==> config.mk <==
export PLATFORM = sky130hd
export DESIGN_NAME = fetch_pc
export DESIGN_NICKNAME = d
export VERILOG_FILES = /design/src/rtl/fetch_pc_pkg.sv /design/src/rtl/fetch_pc_npc_calc.sv /design/src/rtl/fetch_pc.sv
export SDC_FILE = /design/constraint.sdc
export NUM_CORES = 1
export LEC_CHECK = 0
export ABC_AREA = 1
export BUFFER_PORTS_ARGS = -buffer_cell sky130_fd_sc_hd__buf_2
export CAP_MARGIN = 20
export CORE_MARGIN = 10
export CORE_UTILIZATION = 53
export DETAILED_ROUTE_END_ITERATION = 16
export PLACE_DENSITY = 0.85
export SYNTH_ARGS = -nofsm -noshare
export SYNTH_HDL_FRONTEND = slang
export SYNTH_SLANG_ARGS = --single-unit
==> constraint.sdc <==
create_clock -name clk -period 8.39 [get_ports clk]
set_input_delay 1.678 -clock clk [delete_from_list [all_inputs] [get_ports clk]]
set_output_delay 1.678 -clock clk [all_outputs]
set_load 0.02 [all_outputs]
==> src/rtl/fetch_pc_pkg.sv <==
// Shared constants and bundles for the instruction-fetch stage.
// Reset values, next-PC select encodings and the IF/ID register layout.
package fetch_pc_pkg;

    localparam logic [31:0] PC_RESET = 32'h0000_3000;
    localparam logic [31:0] NOP_WORD = 32'h0000_0000;

    localparam logic [1:0] NPC_SEQ = 2'd0;
    localparam logic [1:0] NPC_BR  = 2'd1;
    localparam logic [1:0] NPC_J   = 2'd2;
    localparam logic [1:0] NPC_JR  = 2'd3;

    typedef struct packed {
        logic [31:0] instr;
        logic [31:0] pc;
        logic        valid;
    } if_id_t;

endpackage

==> src/rtl/fetch_pc_npc_calc.sv <==
// Next-PC target generation and redirect priority (jr > j > branch > seq).
// Purely combinational; controls only count while IF/ID holds an instruction.
module npc_calc
    import fetch_pc_pkg::*;
(
    input  logic [31:0] pc_if,
    input  logic [31:0] pc_id,
    input  logic        id_valid,
    input  logic        br_taken,
    input  logic [31:0] br_offset,
    input  logic        jump,
    input  logic [25:0] j_index,
    input  logic        jr,
    input  logic [31:0] jr_target,
    output logic [31:0] npc
);

    logic [1:0]  sel;
    logic [31:0] pc_id_plus4;

    assign pc_id_plus4 = pc_id + 32'd4;

    // Overlapping controls are possible, so the order here is the priority.
    always_comb begin
        sel = NPC_SEQ;
        priority case (1'b1)
            id_valid & jr:       sel = NPC_JR;
            id_valid & jump:     sel = NPC_J;
            id_valid & br_taken: sel = NPC_BR;
            default:             sel = NPC_SEQ;
        endcase
    end

    always_comb begin
        npc = pc_if + 32'd4;
        case (sel)
            NPC_JR:  npc = jr_target;
            NPC_J:   npc = {pc_id_plus4[31:28], j_index, 2'b00};
            NPC_BR:  npc = pc_id_plus4 + br_offset;
            default: npc = pc_if + 32'd4;
        endcase
    end

endmodule

==> src/rtl/fetch_pc.sv <==
// Fetch stage: PC register, IF/ID register, stall gating, jr misalign flag.
// Redirects resolved in ID take effect after one delay-slot fetch.
module fetch_pc
    import fetch_pc_pkg::*;
(
    input  logic        clk,
    input  logic        reset,
    input  logic        stall,
    input  logic [31:0] instr_if,
    input  logic        br_taken,
    input  logic [31:0] br_offset,
    input  logic        jump,
    input  logic [25:0] j_index,
    input  logic        jr,
    input  logic [31:0] jr_target,
    output logic [31:0] pc_if,
    output logic [31:0] instr_id,
    output logic [31:0] pc_id,
    output logic [31:0] pc8_id,
    output logic        id_valid,
    output logic        jr_misalign
);

    logic [31:0] pc_q;
    logic [31:0] npc;
    if_id_t      ifid_q;
    logic        mis_q;

    npc_calc u_npc (
        .pc_if     (pc_q),
        .pc_id     (ifid_q.pc),
        .id_valid  (ifid_q.valid),
        .br_taken  (br_taken),
        .br_offset (br_offset),
        .jump      (jump),
        .j_index   (j_index),
        .jr        (jr),
        .jr_target (jr_target),
        .npc       (npc)
    );

    always_ff @(posedge clk) begin
        if (!reset) begin
            pc_q         <= PC_RESET;
            ifid_q.instr <= NOP_WORD;
            ifid_q.pc    <= PC_RESET;
            ifid_q.valid <= 1'b0;
            mis_q        <= 1'b0;
        end else if (!stall) begin
            pc_q         <= npc;
            ifid_q.instr <= instr_if;
            ifid_q.pc    <= pc_q;
            ifid_q.valid <= 1'b1;
            if (ifid_q.valid && jr && (jr_target[1:0] != 2'b00))
                mis_q <= 1'b1;
        end
    end

    assign pc_if       = pc_q;
    assign instr_id    = ifid_q.instr;
    assign pc_id       = ifid_q.pc;
    assign pc8_id      = ifid_q.pc + 32'd8;
    assign id_valid    = ifid_q.valid;
    assign jr_misalign = mis_q;

endmodule

-- Word-level counts from Yosys, hierarchy flattened
Index checks and enable logic that the tools add are counted.
- logic and storage cells: 24
- register bits: 98
- output and inout port bits: 130
- input port bits: 128
- reductions and logical operators: 4
- add/subtract/negate cells: 4
- muxes and demuxes: 4
- equal/unequal tests: 3
- bitwise gates (word level): 4
- operators with widths (cell ; count):
    $pmux W32 S3 ; 1
    $add A32 B3 Y32 const B ; 2
    $add A32 B32 Y32 ; 1
    $add A32 B4 Y32 const B ; 1
    $eq A2 B2 Y1 const B ; 2
    $mux W2 ; 2
    $and A1 B1 Y1 ; 3
    $eq A2 B1 Y1 const B ; 1
    $logic_and A1 B1 Y1 ; 2
    $reduce_and A2 Y1 ; 1
    $reduce_bool A2 Y1 ; 1
    $mux W1 ; 1
    $not A1 Y1 ; 1

-- Longest topological paths before layout
- word-level depth: 6
- gate-level depth with buffers: 26
- depth with buffers taken out: 26

-- Hierarchy
A second synthesis with hierarchy kept.
- cells, all modules: 1566
- area total of the unflattened synthesis: 8983.6 sq um
- by module, submodules not included (module ; cells an instance ; sequential area each (sq um) ; area an instance (sq um) ; times used):
    npc_calc ; 981 ; 0.0 ; 4850.9 ; 1
    fetch_pc ; 585 ; 1961.9 ; 4132.7 ; 1

-- Worst setup path after synthesis
No wires, ideal clock.
- path kind: register -> output
- start point: reg ifid_q (netlist bit pc_id[3])
- end point: out pc8_id[28]
- arrival: 1.862 ns
- path buffers: 0
- slack: 4.850 ns
- required time: 6.712 ns
- stages on the path, launching flop included: 9
- cells stage by stage: dfxtp_1 inv_1 nor2_1 nand2_1 nor2_2 nand2_1 nor2_1 nand2_1 xor2_1
- longest elaborated chain between the ends: 1
- RTL lines (element ; line ; text):
    from (decl) ; fetch_pc.sv:26 ; if_id_t ifid_q;
    $add A32 B4 Y32 ; fetch_pc.sv:62 ; assign pc8_id = ifid_q.pc + 32'd8;
    to (decl) ; fetch_pc.sv:19 ; output logic [31:0] pc8_id,
No other way between the ends.

-- Worst setup path after layout
- start point: reg ifid_q (netlist bit pc_id[5])
- end point: out pc8_id[28]
Same word-level chain as after synthesis.

==> results.md <==
* Status: complete, no violations
* Critical path class: reg2out
* H-tree depth at 3
* Hold Slack at 0.4542 ns
* Yosys cell types at 47
* Post-synthesis adder-cell area fraction at 6.241%
* Mux contribution to synthesized area at 0.3600%
* Starting Density at 54.46%
* Max Cap Viol at 0
* Mapped Nets at 1,564
* Reg2reg start: pc_id[4]$_SDFFE_PN0N_
* Max Clk Rate at 0.2375 GHz
* GPL Wtd Cong at 1.006
* RSZ-0062 raised after global routing: no
* Number of global-route vias before repair at 9,789
* Post-synth EDFFs at 0
* Slowest CP cell: dfxtp_1
* Min-Delay Path Class: reg2reg
* Synth Flop Type: dfxtp_1
* Yosys top cell area share at 23.52%
* Final Hold Violating Endpoints at 0
* CTS tree: built
* FF-to-FF End: pc_if[31]$_SDFFE_PN0N_
* Max stage delay on crit path at 0.49 ns
* Hpwl dp at 28.08 mm
* Top Ports at 258
* Hold path start: jr_misalign$_SDFFE_PN0P_
* FF+latch count, synth at 98
* Worst-Skew Late Latency at 0.35 ns
* DRT Wirelength at 34.24 mm
* Crit-path cells: nand2_1 > nor2_1 > nand2_1 > nor2_2 > nand2_1 > nor2_1 > nand2_1 > xor2_1 > buf_2
* Layout Cells excl Fill at 1,836
* Diodes inserted at 0
* Total global routing overflow at 0
* Mean number of vias per cell at 5.547
* Post-synth ARST share at 0%
* Routed vias at 10,184
* Flop-to-flop setup slack at 4.48 ns
* Arrival time at the worst endpoint at 2.53 ns
* Final setup fails at 0
* Drt first-iter violations at 1,013
* R2R cell count at 24
* Synth Area in Simple Gates at 37.29%
* Worst slew pin tran at 0.9896 ns
* Cell row count at 45
* Port-buffer cells at 257
* Fraction of the mapped netlist area in compound gates at 15.42%
* CTS Hold Buffers Added at 0
* Deepest clock path buffer count at 2
* Share of cells above drive strength 1 at 18.83%
* Setup WS post-layout at 4.180 ns
* Die Footprint at 0.02115 mm²
* Commonest non-fill, non-tap cell in the layout: nand2_1
* Worst setup SP type: flop
* Skew final at 0.006854 ns
* Area Growth Syn to Fin at 20.45%
* Synthesized area per cell at 5.979 µm²
* Pre-antenna DRT Iters at 6
* CTS Buf Count at 9
* # clock sinks at 98
* Buf/Inv on CP at 1
* Path length in cells of the critical path at 9
* Leakage at 5.242 nW
* Fin crit period at 4.210 ns
* Post-Synth XOR/XNOR Area at 6.916%
* Main area contributors after synthesis: dfxtp_1 (24%), nand2_1 (16%), nor2_1 (8.9%)
* Final net count at 1,790
* Reg clk slew, reported paths at 0.07 ns
* CP endpoint: pc8_id[28]
* Resize count post-CTS at 0
* Chip height at 145.4 µm
* Core area at 0.01531 mm²
* Syn Inst Count at 1,395
* Cell repeated most along the worst path: nand2_1
* Synth warn at 0
* Wirelength per Cell at 18.65 µm
* # DRC at 0
* Slew Viols, Final at 0
* Global-route wire length before repair at 52.63 mm
* DP Cell Count at 1,820
* Largest net degree at the start of global routing at 76
* Pwr dens at 139.8 mW/mm²
* Largest family of logic cells by synthesized area: simple AND/OR/NAND/NOR gates
* Initial antenna violation count at 0
* Synth Cell Area at 0.008340 mm²
* Family with the most delay on the worst path: simple AND/OR/NAND/NOR gates
* Critical path endpoint category: output port
* Root buffer cell: clkbuf_16
* Setup TNS at 0 ns
* Tcrit/Tclk final at 50.18%
* Dominant cell type by area after synthesis: dfxtp_1
* Worst Path Max Fanout at 6
* Post-CTS setup buffer count at 0
* Chip width at 145.4 µm
* Total track usage at 30.54%
* Register area share after synthesis at 23.52%
* Rel. slew slack at 33.95%
* Most frequent cells in the layout: nand2_1 (359), buf_2 (257), nor2_1 (197), inv_1 (171), o21ai_0 (104)
* Worst VDD drop at 0.0001380 V
* Critical path origin: pc_id[5]$_SDFFE_PN0N_
* Antenna Nets Post-Route at 0
* Req. time, crit path at 6.71 ns
* DP Worst Slack at 4.542 ns
==> how the worst min path moves through the flow <==
stage          cells after the start  slack, ns                  endpoint
5_1_grt                            2       0.47  jr_misalign$_SDFFE_PN0P_
3_5_place_dp                       2       0.44  jr_misalign$_SDFFE_PN0P_
3_3_place_gp                       2       0.44  jr_misalign$_SDFFE_PN0P_
2_1_floorplan                      2       0.53  jr_misalign$_SDFFE_PN0P_
6_report                           2       0.45  jr_misalign$_SDFFE_PN0P_
4_1_cts                            2       0.45  jr_misalign$_SDFFE_PN0P_
==> power breakdown <==
part	total [mW]	internal (mW)	leakage [nW]	switching, mW
Clock	0.404	0.214	0.142	0.191
Combinational	0.454	0.154	4.29	0.300
Sequential	0.546	0.498	0.812	0.0480
==> synthesized netlist by cell type (2+ instances only) <==
| master | number |
|---|---|
| nor3_1 | 29 |
| clkbuf_2 | 2 |
| clkbuf_1 | 40 |
| nand3_1 | 77 |
| or2_2 | 6 |
| nor2_4 | 4 |
| clkinv_1 | 2 |
| o21bai_1 | 6 |
| xor2_1 | 56 |
| nor2_1 | 198 |
| nand4_1 | 17 |
| o21ai_0 | 104 |
| nand3b_1 | 12 |
| nor4_1 | 5 |
| a22o_1 | 8 |
| nand2_1 | 359 |
| o211ai_1 | 5 |
| nor3_2 | 2 |
| and2_1 | 2 |
| a221oi_1 | 7 |
| nor2_2 | 5 |
| a31oi_1 | 3 |
| ha_1 | 40 |
| buf_4 | 3 |
| nor3b_1 | 3 |
| mux2i_1 | 3 |
| inv_1 | 172 |
| dfxtp_1 | 98 |
| xnor2_1 | 8 |
| nand2_2 | 3 |
| buf_2 | 3 |
| a21oi_1 | 97 |
| and3_1 | 2 |
==> cells by family (layout without fill, tap and decap cells) <==
| group | count (synthesis) | in the layout |
|---|---|---|
| AND/OR/NAND/NOR | 729 | 729 |
| AO/OA/AOI/OAI | 236 | 236 |
| buffers and inverters | 223 | 453 |
| flip-flops | 98 | 98 |
| XOR/XNOR | 65 | 65 |
| adder cells (fa/ha/maj) | 41 | 41 |
| multiplexers | 3 | 3 |
==> cell type report <==
class	instances	area (µm²)
clock inverter	5	46.29
multi-input combinational	1074	5527
fill	1523	5269
clock buffer	10	239.0
sequential	98	1962
tap	211	264.0
timing repair buffer	263	1351
inverter	175	656.9
==> sequential cells by signal, indices dropped and copies added, names as in the netlist <==
register / cells
id_valid: 1
instr_id: 32
jr_misalign: 1
pc_id: 32
pc_if: 32
==> worst reg2reg max path: stages (launching register included) <==
cell	delay (ns)
dfxtp_1	0.43
ha_1	0.25
inv_1	0.11
nor2_4	0.20
nand2_1	0.11
nor2_1	0.32
nand2_1	0.12
xor2_1	0.25
nand2_1	0.07
o21ai_0	0.17
ha_1	0.33
nand2_1	0.12
inv_1	0.08
nand2_1	0.08
nand2_1	0.09
nand2_1	0.07
nand2_1	0.08
nand2_1	0.06
nand2_1	0.11
a21oi_1	0.29
nand2_1	0.09
nand3_1	0.13
nand4_1	0.10
nand2_1	0.10
inv_1	0.05
==> through the flow <==
step / power (mW) / area, µm² / utilization, %
4_1_cts: 1.396 / 10020 / 65.42
2_1_floorplan: 0.8331 / 8341 / -
3_5_place_dp: 0.9983 / 9733 / 63.55
3_3_place_gp: 0.9919 / 9733 / 63.55
5_1_grt: 1.472 / 10050 / 65.60
6_report: 1.404 / 10050 / 65.60
==> routing by layer <==
layer | wire length (µm) | GRT usage, % | vias to the layer above | share of wire, %
li1 | - | - | 4937 | -
met1 | 13710 | 37.36 | 4658 | 40
met2 | 16130 | 51.28 | 511 | 47
met3 | 3102 | 6.613 | 78 | 9.1
met4 | 1298 | 11.48 | 0 | 3.8
met5 | 0 | 0 | - | 0
No activity file was read; power rests on OpenSTA's default activity.
